<file path="src/rtl/bcd_time_counter.sv">
// bcd_time_counter: HH:MM:SS BCD time counter with prescaler, 12/24h display and validated load
module bcd_time_counter #(
  parameter int TICK_DIV = 1000,
  parameter int PRE_W = 10
) (
  input  logic       clk,
  input  logic       rst,
  input  logic       run,
  input  logic       mode_12h,
  input  logic       load,
  input  logic [3:0] u_sec_in,
  input  logic [2:0] z_sec_in,
  input  logic [3:0] u_min_in,
  input  logic [2:0] z_min_in,
  input  logic [3:0] u_hour_in,
  input  logic [1:0] z_hour_in,
  output logic [3:0] u_sec_out,
  output logic [2:0] z_sec_out,
  output logic [3:0] u_min_out,
  output logic [2:0] z_min_out,
  output logic [3:0] u_hour_out,
  output logic [1:0] z_hour_out,
  output logic       pm_out,
  output logic       sec_pulse,
  output logic       day_wrap,
  output logic       load_err
);
  logic [PRE_W-1:0] pre;
  logic [3:0] u_sec, u_min, u_hour;
  logic [2:0] z_sec, z_min;
  logic [1:0] z_hour;
  logic tick, load_ok, c_min, c_hour, h_end, h_u9, wrap, midnight, noon;
  logic [3:0] n_u_sec, n_u_min, n_u_hour;
  logic [2:0] n_z_sec, n_z_min;
  logic [1:0] n_z_hour;

  assign tick = run && pre == PRE_W'(TICK_DIV - 1);
  assign load_ok = u_sec_in <= 4'd9 && z_sec_in <= 3'd5 && u_min_in <= 4'd9 && z_min_in <= 3'd5 &&
                   u_hour_in <= 4'd9 && (z_hour_in < 2'd2 || (z_hour_in == 2'd2 && u_hour_in <= 4'd3));

  // Next-second carry chain; the hour rolls 23 -> 00 rather than at 9 when the tens digit is 2
  always_comb begin
    c_min = u_sec == 4'd9 && z_sec == 3'd5;
    c_hour = c_min && u_min == 4'd9 && z_min == 3'd5;
    h_end = z_hour == 2'd2 && u_hour == 4'd3;
    h_u9 = u_hour == 4'd9;
    wrap = c_hour && h_end;
    n_u_sec = u_sec == 4'd9 ? 4'd0 : u_sec + 4'd1;
    n_z_sec = u_sec != 4'd9 ? z_sec : z_sec == 3'd5 ? 3'd0 : z_sec + 3'd1;
    n_u_min = !c_min ? u_min : u_min == 4'd9 ? 4'd0 : u_min + 4'd1;
    n_z_min = !(c_min && u_min == 4'd9) ? z_min : z_min == 3'd5 ? 3'd0 : z_min + 3'd1;
    n_u_hour = !c_hour ? u_hour : (h_end || h_u9) ? 4'd0 : u_hour + 4'd1;
    n_z_hour = !c_hour ? z_hour : h_end ? 2'd0 : h_u9 ? z_hour + 2'd1 : z_hour;
  end

  // 12h display decode of the 24h state: 00 -> 12 am, 13-23 -> 01-11 pm
  always_comb begin
    pm_out = z_hour == 2'd2 || (z_hour == 2'd1 && u_hour >= 4'd2);
    midnight = z_hour == 2'd0 && u_hour == 4'd0;
    noon = z_hour == 2'd1 && u_hour == 4'd2;
    u_hour_out = !mode_12h ? u_hour : (midnight || noon) ? 4'd2 : !pm_out ? u_hour :
                 (z_hour == 2'd2 && u_hour < 4'd2) ? u_hour + 4'd8 : u_hour - 4'd2;
    z_hour_out = !mode_12h ? z_hour : (midnight || noon) ? 2'd1 : !pm_out ? z_hour :
                 (z_hour == 2'd2 && u_hour >= 4'd2) ? 2'd1 : 2'd0;
  end

  assign u_sec_out = u_sec;
  assign z_sec_out = z_sec;
  assign u_min_out = u_min;
  assign z_min_out = z_min;

  // Prescaler, time state and pulses; a valid load overrides a coincident tick
  always_ff @(posedge clk or posedge rst) begin
    if (rst) begin
      pre <= '0;
      {z_hour, u_hour, z_min, u_min, z_sec, u_sec} <= '0;
      sec_pulse <= 1'b0;
      day_wrap <= 1'b0;
      load_err <= 1'b0;
    end else begin
      sec_pulse <= 1'b0;
      day_wrap <= 1'b0;
      load_err <= load && !load_ok;
      if (load && load_ok) begin
        pre <= '0;
        {z_hour, u_hour, z_min, u_min, z_sec, u_sec} <=
          {z_hour_in, u_hour_in, z_min_in, u_min_in, z_sec_in, u_sec_in};
      end else begin
        if (run) pre <= tick ? '0 : pre + 1'b1;
        if (tick) begin
          {z_hour, u_hour, z_min, u_min, z_sec, u_sec} <=
            {n_z_hour, n_u_hour, n_z_min, n_u_min, n_z_sec, n_u_sec};
          sec_pulse <= 1'b1;
          day_wrap <= wrap;
        end
      end
    end
  end
endmodule
</file>
<file path="config.mk">
export PLATFORM = sky130hd
export DESIGN_NAME = bcd_time_counter
export DESIGN_NICKNAME = d
export VERILOG_FILES = /design/src/rtl/bcd_time_counter.sv
export SDC_FILE = /design/constraint.sdc
export NUM_CORES = 1
export LEC_CHECK = 0
export CORE_MARGIN = 2
export CORE_UTILIZATION = 50
export CTS_CLUSTER_DIAMETER = 80
export DETAILED_ROUTE_END_ITERATION = 12
export PLACE_DENSITY = 0.79
export SLEW_MARGIN = 20
export SYNTH_ARGS = -nofsm -noshare
export SYNTH_HDL_FRONTEND = slang
export SYNTH_SLANG_ARGS = --single-unit
</file>
<file path="constraint.sdc">
create_clock -name clk -period 2.6 [get_ports clk]
set_input_delay 0.65 -clock clk [delete_from_list [all_inputs] [get_ports clk]]
set_output_delay 0.65 -clock clk [all_outputs]
set_load 0.02 [all_outputs]
</file>
# Yosys cells after proc, flatten, opt, wreduce, memory -nomap -nowiden

Index checks and enable logic that the tools add are counted.

Output and inout bits: 24
Input bits: 25
Bits in registers: 33
Word-level logic and storage cells: 117

Eq/ne operators: 13
Add/sub/neg operators: 9
Reductions and logical operators: 37
Magnitude comparators: 9
Multiplexer cells: 39

Operators with widths:

| cell                                                                         | count |
|---|---|
| 4-bit 2-to-1 mux                                                             | 15 |
| 10-bit 2-to-1 mux                                                            | 3 |
| 3-bit 2-to-1 mux                                                             | 8 |
| 1-bit logical AND                                                            | 19 |
| 2-bit 2-to-1 mux                                                             | 8 |
| 4-bit by 1-bit adder with 4-bit output, second input constant                | 3 |
| 4-bit equality test, second input constant                                   | 3 |
| 4-bit <= comparator, second input constant                                   | 3 |
| 10-bit by 1-bit adder with 10-bit output, second input constant              | 1 |
| 10-bit equality test, second input constant                                  | 1 |
| 2-bit nonzero test                                                           | 5 |
| 4-bit by 2-bit equality test with 1-bit output, second input constant        | 2 |
| 2-bit AND reduction                                                          | 4 |
| 3-bit by 1-bit adder with 3-bit output, second input constant                | 2 |
| 3-bit equality test, second input constant                                   | 2 |
| 3-bit <= comparator, second input constant                                   | 2 |
| 1-bit 2-to-1 mux                                                             | 5 |
| 4-bit adder, second input constant                                           | 1 |
| 2-bit equality test, second input constant                                   | 2 |
| 4-bit by 2-bit >= comparator with 1-bit output, second input constant        | 1 |
| 4-bit by 2-bit <= comparator with 1-bit output, second input constant        | 1 |
| 4-bit logical NOT                                                            | 1 |
| 1-bit logical OR                                                             | 4 |
| 4-bit by 2-bit less-than comparator with 1-bit output, second input constant | 1 |
| other kinds (10)                                                             | 10 |

# Logic depth before layout (Yosys ltp)

Gate-level depths: netlist of run 1.

Depth after elaboration: 9
Mapped depth: 7
Depth with buffers taken out: 7

# Worst setup path before layout of run 1

No wires, ideal clock.

Path kind: reg-to-output
Start point: reg u_hour[0]
End point: out u_hour_out[2]
Cell stages (with the launch flop): 7
Arrival: 2.133 ns
Data required time: 1.950 ns
Buffers on the path: 0
Setup slack: -0.183 ns
Path through: dfrtp_1 inv_1 ha_1 nor4_1 o21ai_1 nand2_1 o41ai_1

Longest elaborated chain between the ends: 6
Elaborated cells between the ends (all ways): 16
Classes of those cells: add/sub: 2; order compare: 2; eq/ne: 1; mux: 4; reduce/logical: 7

Ends and longest elaborated chain:

| what                                           | RTL line | text |
|---|---|---|
| from (decl)                                    | 29       | `logic [3:0] u_sec, u_min, u_hour;` |
| from (signal assigned)                         | 86       | `{z_hour, u_hour, z_min, u_min, z_sec, u_sec} <=` |
| from (signal assigned)                         | 91       | `{z_hour, u_hour, z_min, u_min, z_sec, u_sec} <=` |
| 4-bit by 2-bit >= comparator with 1-bit output | 58       | `pm_out = z_hour == 2'd2 \|\| (z_hour == 2'd1 && u_hour >= 4'd2);` |
| 1-bit logical AND                              | 58       |  |
| 1-bit logical OR                               | 58       |  |
| named net pm_out                               | 23       | `output logic pm_out,` |
| 4-bit 2-to-1 mux (3 in series)                 | 61       | `u_hour_out = !mode_12h ? u_hour : (midnight \|\| noon) ? 4'd2 : !pm_out ? u_hour :` |
| to (decl)                                      | 21       | `output logic [3:0] u_hour_out,` |

The timed path passes the listed nets, and every way through them passes these cells.

# Final worst setup path of run 1

Start point: reg u_hour[0]
End point: out z_hour_out[0]

Longest elaborated chain between the ends: 6
Elaborated cells between the ends (all ways): 13
Classes of those cells: order compare: 1; eq/ne: 1; mux: 4; reduce/logical: 7

Ends and longest elaborated chain:

| what                                                        | RTL line | text |
|---|---|---|
| 4-bit by 2-bit >= comparator with 1-bit output              | 58, 64   |  |
| 1-bit logical AND (on tied branches)                        | 64, 58   |  |
| 1-bit 2-to-1 mux / 1-bit logical OR (equally long branches) | 64, 58   |  |
| 2-bit 2-to-1 mux                                            | 63       | `z_hour_out = !mode_12h ? z_hour : (midnight \|\| noon) ? 2'd1 : !pm_out ? z_hour :` |
| 2-bit 2-to-1 mux (*) (2 in series)                          | 63       |  |
| to (decl)                                                   | 22       | `output logic [1:0] z_hour_out,` |

Every way passes the cells marked *; elsewhere a longest branch is shown, timed or not.

==> results of run 1 <==
## flip-flops by register name, indices dropped and copies added, names as in the netlist
register and count:
u_min_out 4, u_sec_out 4, pre 10, u_hour 4, z_hour 2, sec_pulse 1, z_sec_out 3, load_err 1
z_min_out 3, day_wrap 1
## how the worst max path moves through the flow
stage / start / cells past startpoint / endpoint
2_1_floorplan: u_hour[0] / 6 / u_hour_out[3]
3_3_place_gp: mode_12h / 4 / u_hour_out[2]
3_5_place_dp: mode_12h / 4 / u_hour_out[2]
4_1_cts: u_hour[1] / 6 / u_hour_out[1]
5_1_grt: u_hour[0] / 9 / z_hour_out[0]
6_report: u_hour[0] / 9 / z_hour_out[0]
## through the flow
step                      TNS, ns  worst slack, ns  hold slack, ns
after floorplan                 0           0.0295           0.507
after global placement     -0.754           -0.202           0.532
after detailed placement   -0.823           -0.228           0.549
after CTS                 -0.0495          -0.0345           0.565
after global routing       -0.240          -0.0843           0.601
final                           0          0.00641           0.557
## worst max-delay path, stage by stage, from the launching register on
cell	delay (ns)
dfrtp_1	0.40
inv_2	0.12
ha_4	0.18
mux2i_4	0.08
or4_4	0.43
nand2_2	0.10
buf_6	0.09
nor3_1	0.03
nor2_1	0.09
buf_4	0.14
## repair_timing
item / CTS / global route
gates resized for setup: 26 / 18
endpoints found under the hold margin: 0 / 0
pin swaps: 1 / 3
endpoints found under the setup margin: 7 / 4
setup buffers: 3 / 1
gates cloned: 0 / 0
## layout make-up
class | count | area (um^2) | area share, %
multi-input combinational | 201 | 1400 | 45.0
sequential | 33 | 828 | 26.6
timing repair buffer | 75 | 666 | 21.4
clock buffer | 7 | 86.3 | 2.78
tap | 52 | 65.1 | 2.09
inverter | 9 | 33.8 | 1.09
clock inverter | 1 | 30.0 | 0.966
## cell usage after synthesis, types with 5 or more instances
| library cell | number | area [um^2] |
|---|---|---|
| o21ai_0 | 24 | 120 |
| mux2i_1 | 11 | 110 |
| xnor2_1 | 5 | 43.8 |
| nand2b_1 | 7 | 43.8 |
| dfrtp_1 | 33 | 826 |
| nor4_1 | 9 | 56.3 |
| ha_1 | 7 | 87.6 |
| nand3_1 | 7 | 35.0 |
| a21oi_1 | 14 | 70.1 |
| inv_1 | 9 | 33.8 |
| nor2b_1 | 8 | 50.1 |
| nor2_1 | 21 | 78.8 |
| nor3_1 | 5 | 25.0 |
| nand2_1 | 36 | 135 |
| clkbuf_1 | 10 | 37.5 |
## metal layers
layer	global-route usage, %	up-vias
met4	7.26	0
met1	28.8	1036
li1	-	1052
met2	40.1	77
met3	6.78	16
met5	0	-
## cells by family after synthesis
logic type | after synthesis
AND/OR/NAND/NOR | 112
flip-flops | 33
AO/OA/AOI/OAI | 62
multiplexers | 12
XOR/XNOR | 8
buffers and inverters | 21
adder cells (fa/ha/maj) | 7
## power by group through the flow
stage / registers [mW] / logic (mW) / clock network [mW]
after global routing: 0.823 / 1.11 / 0.542
after global placement: 0.780 / 0.918 / 0
after floorplan: 0.814 / 0.479 / 0
after CTS: 0.785 / 0.951 / 0.522
final: 0.804 / 1.03 / 0.506
after detailed placement: 0.788 / 0.940 / 0
==> results.cfg, run 1 <==
[finish]
stdcell_count = 378
layout_commonest_cell = clkdlybuf4s50_1
final_core_util_pct = 72.4
fin_nets = 357
drive_gt1_share_pct = 19.3
nFillCells = 315
insertedDiodeCount = 0
layout_common_cells = clkdlybuf4s50_1 (41), nand2_1 (34), dfrtp_1 (31)
synthToLayoutAreaGrowth_pct = 41.4
final_area_mm2 = 0.00311

[yosys]
avgSynthCellArea_um2 = 8.63
ys_ff_latch = 33
syn-cell-area_mm2 = 0.00220
synth_cell_types = 49
synth_ff_type = dfrtp_1
synth_top_family_by_area = simple AND/OR/NAND/NOR gates
syn_inst = 255
synth_compound_area_share_pct = 17.3
yosys.area_share.simple_pct = 28.8
ys_async_sr_fraction_pct = 100
synth_warnings = 0
syn-num-nets = 287
synthMuxAreaShare_pct = 5.52
yosys.area_share.adder_pct = 3.98
ys_seq_area_share_pct = 37.5
synth_edf_count = 0
synth-xor-area-share_pct = 3.19

[clock_network]
clk_latency_ns = 0.29
clockBufferDepth = 2
cts.clk_slew.worst_paths_ns = 0.07
cts_tree = yes
cts.sinks = 33
cts-root-buf = clkbuf_8
cts-htree-levels = 2
numCtsBuffers = 5
holdBufCountCts = 0

[routing]
vias_per_cell = 5.77
routed-wl-met2_um = 3010
ant_nets = 0
drt-pass1-iter-count = 4
vias = 2181
top_layer = met4
wl_met3_um = 406
drc = 0
drt_first_iter_violations = 168
finalWirelength_um = 5990
met1Wirelength_um = 2430
routedWlPerCell_um = 15.8

[timing]
fmax_ghz = 0.386
setup_viol = 0
fin_skew_ns = 0.00453
min_period_over_period_pct = 99.8
slew_headroom_pct = 68.7
finalCriticalPeriod_ns = 2.59
worstMarginPinSlew_ns = 0.465
drv_slew = 0
hold_viol_final = 0
rsz0062_at_grt = true

[critical_path]
worstPathArrival_ns = 1.94
r2r_cells = 5
worstPathRequired_ns = 1.95
startpoint_type = register
r2r-end = u_hour[3]
critPathKind = reg -> out
r2r_setup_slack_ns = 0.27
rr_startpoint = u_sec_out[2]
path_max_fanout = 3
endpoint_kind = output port

[power_and_ir_drop]
switchingPower_mw = 0.886
clock_power_share_pct = 21.7
pwr_density_cell_mw_per_mm2 = 752
p_comb_share_pct = 43.9
power.total_mw = 2.34
ir_drop_mv = 0.385
pwr-share-seq_pct = 34.4
leakagePower_nw = 1.31
internal_power_mw = 1.45
swShare_pct = 37.9

[worst_hold_path]
hold_path_depth = 2
worstHoldPathType = reg -> reg
whs_endpoint = pre[4]
worstHoldStart = pre[4]

[job]
drv_cap = 0

[die]
num_rows = 24
initial_core_util_pct = 51.2
coreArea_mm2 = 0.00429
io_pins = 49
chipWidth_um = 70.3
die_y_um = 70.3
die-area_mm2 = 0.00495

[grt]
grt_pass1_wl_um = 9470
gr-total-overflow = 0
grt_util_all_layers_pct = 23.6
antenna_found_initial = 0
grt_pass1_vias = 2104
grt_max_degree = 34

[placement]
dp_hpwl_um = 4000
placed_area_mm2 = 0.00288
dp.cells = 366
place.gp.congestion = 0.828
port_buffers = 48

[outcome]
status = complete, no violations
Note: power is estimated with default switching activity, not from simulation.
==> run 2: changes to the inputs <==
--- a/config.mk
+++ b/config.mk
@@ -10,6 +10,7 @@
 export CTS_CLUSTER_DIAMETER = 80
 export DETAILED_ROUTE_END_ITERATION = 12
 export PLACE_DENSITY = 0.79
+export SETUP_SLACK_MARGIN = 0.1
 export SLEW_MARGIN = 20
 export SYNTH_ARGS = -nofsm -noshare
 export SYNTH_HDL_FRONTEND = slang
==> run 2 against run 1 <==
Effect of this change: the run now ends with negative setup slack left; fmax down 3.3%; via count is 0.41% higher; hold slack gained 0.016 ns; combinational power hardly changed; flip-flop and latch count is the same; critical path type unchanged; largest power group unchanged; highest routed layer unchanged.
==> results.cfg, run 2 (synthesized netlist as in run 1, its figures left out) <==
[placement]
place.gp.congestion = 0.841
port_buffers = 48
dpl_worst_slack_ns = -0.236
placed_area_mm2 = 0.00289
dp_hpwl_um = 3930

[finish]
drive_gt1_share_pct = 19.1
final_core_util_pct = 72.1
largest_reg_flops = 10
layout_commonest_cell = clkdlybuf4s50_1
layout_common_cells = clkdlybuf4s50_1 (41), nand2_1 (34), dfrtp_1 (33)
insertedDiodeCount = 0
synthToLayoutAreaGrowth_pct = 40.7
top_register = pre
fin_nets = 356
final_area_mm2 = 0.00310

[grt]
grt_util_all_layers_pct = 23.1
grt_max_degree = 34
grt_pass1_wl_um = 9250
antenna_found_initial = 0
grt_pass1_vias = 2043
gr-total-overflow = 0

[timing]
slew_headroom_pct = 64.7
worstMarginPinSlew_ns = 0.526
drv_slew = 0
rsz0062_at_grt = true
min_period_over_period_pct = 103
setup_viol = 3
setup_ws_ns = -0.0815
finalCriticalPeriod_ns = 2.68
worst_hold_slack_ns = 0.573
hold_viol_final = 0
fin_skew_ns = 0.00565
fmax_ghz = 0.373

[critical_path]
crit_slowest_cell = dfrtp_1
crit_top_cell = buf_6
startpoint_type = register
path_max_fanout = 3
critPathKind = reg -> out
r2r_cells = 5
endpoint_kind = output port
worstPathArrival_ns = 2.03
r2r_setup_slack_ns = 0.34
cp_cell_sequence = buf_6 -> buf_6 -> nor4_2 -> nor2_1 -> a21o_1 -> a22o_1 -> buf_6
slowest_delay_ns = 0.42
worstPathRequired_ns = 1.95

[clock_network]
cts.sinks = 33
clk_latency_ns = 0.28
cts_tree = yes
clockBufferDepth = 2
numCtsBuffers = 5
cts-htree-levels = 2
cts.clk_slew.worst_paths_ns = 0.07
cts-root-buf = clkbuf_8

[power_and_ir_drop]
ir_drop_mv = 0.386
pwr_density_cell_mw_per_mm2 = 728
leakagePower_nw = 1.30

[routing]
drt-pass1-iter-count = 4
drc = 0
routedWlPerCell_um = 15.3
vias_per_cell = 5.81
finalWirelength_um = 5750
vias = 2190
ant_nets = 0
drt_first_iter_violations = 238

[worst_hold_path]
hold_path_depth = 2
worstHoldPathType = reg -> reg

[die]
chipWidth_um = 70.3
initial_core_util_pct = 51.2
num_rows = 24
coreArea_mm2 = 0.00429
die_y_um = 70.3
io_pins = 49
die-area_mm2 = 0.00495

[job]
drv_cap = 0

[outcome]
status = finished with violations
violations = negative setup slack
run 2: cell count changes in the layout (fill, tap and decap cells not counted), sizes merged:
cell         before  now
bufinv            1    0
buf              31   30
clkinv            0    2
dlygate4sd2       3    2
run 2: metrics by stage:
step | power [mW] | TNS, ns | instances
final | 2.25 | -0.155 | 377
after global routing | 2.39 | -0.497 | 377
after CTS | 2.15 | -0.103 | 376
after detailed placement | 1.73 | -0.764 | 366
after global placement | 1.70 | -0.645 | 366
after floorplan | 1.30 | 0 | 255
run 2: area by class of cell:
type / instances / area (um^2)
multi-input combinational: 201 / 1400
tap: 52 / 65.1
clock buffer: 6 / 82.6
inverter: 9 / 36.3
fill: 316 / 1200
clock inverter: 2 / 13.8
sequential: 33 / 826
timing repair buffer: 74 / 673
run 2: routing by layer:
layer	routed length (um)	global-route usage, %
met4	116	5.34
met1	2410	30.2
met3	328	5.48
met2	2900	38.6
met5	0	0
run 2: what timing repair did:
action                                  in CTS  in global routing
hold buffers                                 0                  0
endpoints found under the setup margin       7                  7
pin swaps                                    5                 10
gates resized for setup                     24                 24
setup buffers                                2                  1
hold endpoints to repair                     0                  0
run 2: critical path: cells and delay by family (launching register included):
kind	cells	cell delay, ns
AND/OR/NAND/NOR	2	0.48
AO/OA/AOI/OAI	2	0.46
buffers and inverters	3	0.40
flip-flops	1	0.42
run 2: path summary, 6_finish.rpt:
kind	startpoint	end
max	u_hour[1]	u_hour_out[1]
min	pre[1]	pre[1]
max reg2reg	u_sec_out[2]	u_hour[3]
min reg2reg	pre[1]	pre[1]
max in group asynchronous	rst	z_hour[1]
min in group asynchronous	rst	pre[6]
run 2: report_power, final:
part           total, mW  switching (mW)  internal (mW)
logic               1.04           0.510          0.532
clock network      0.409           0.194          0.215
registers          0.803           0.179          0.624
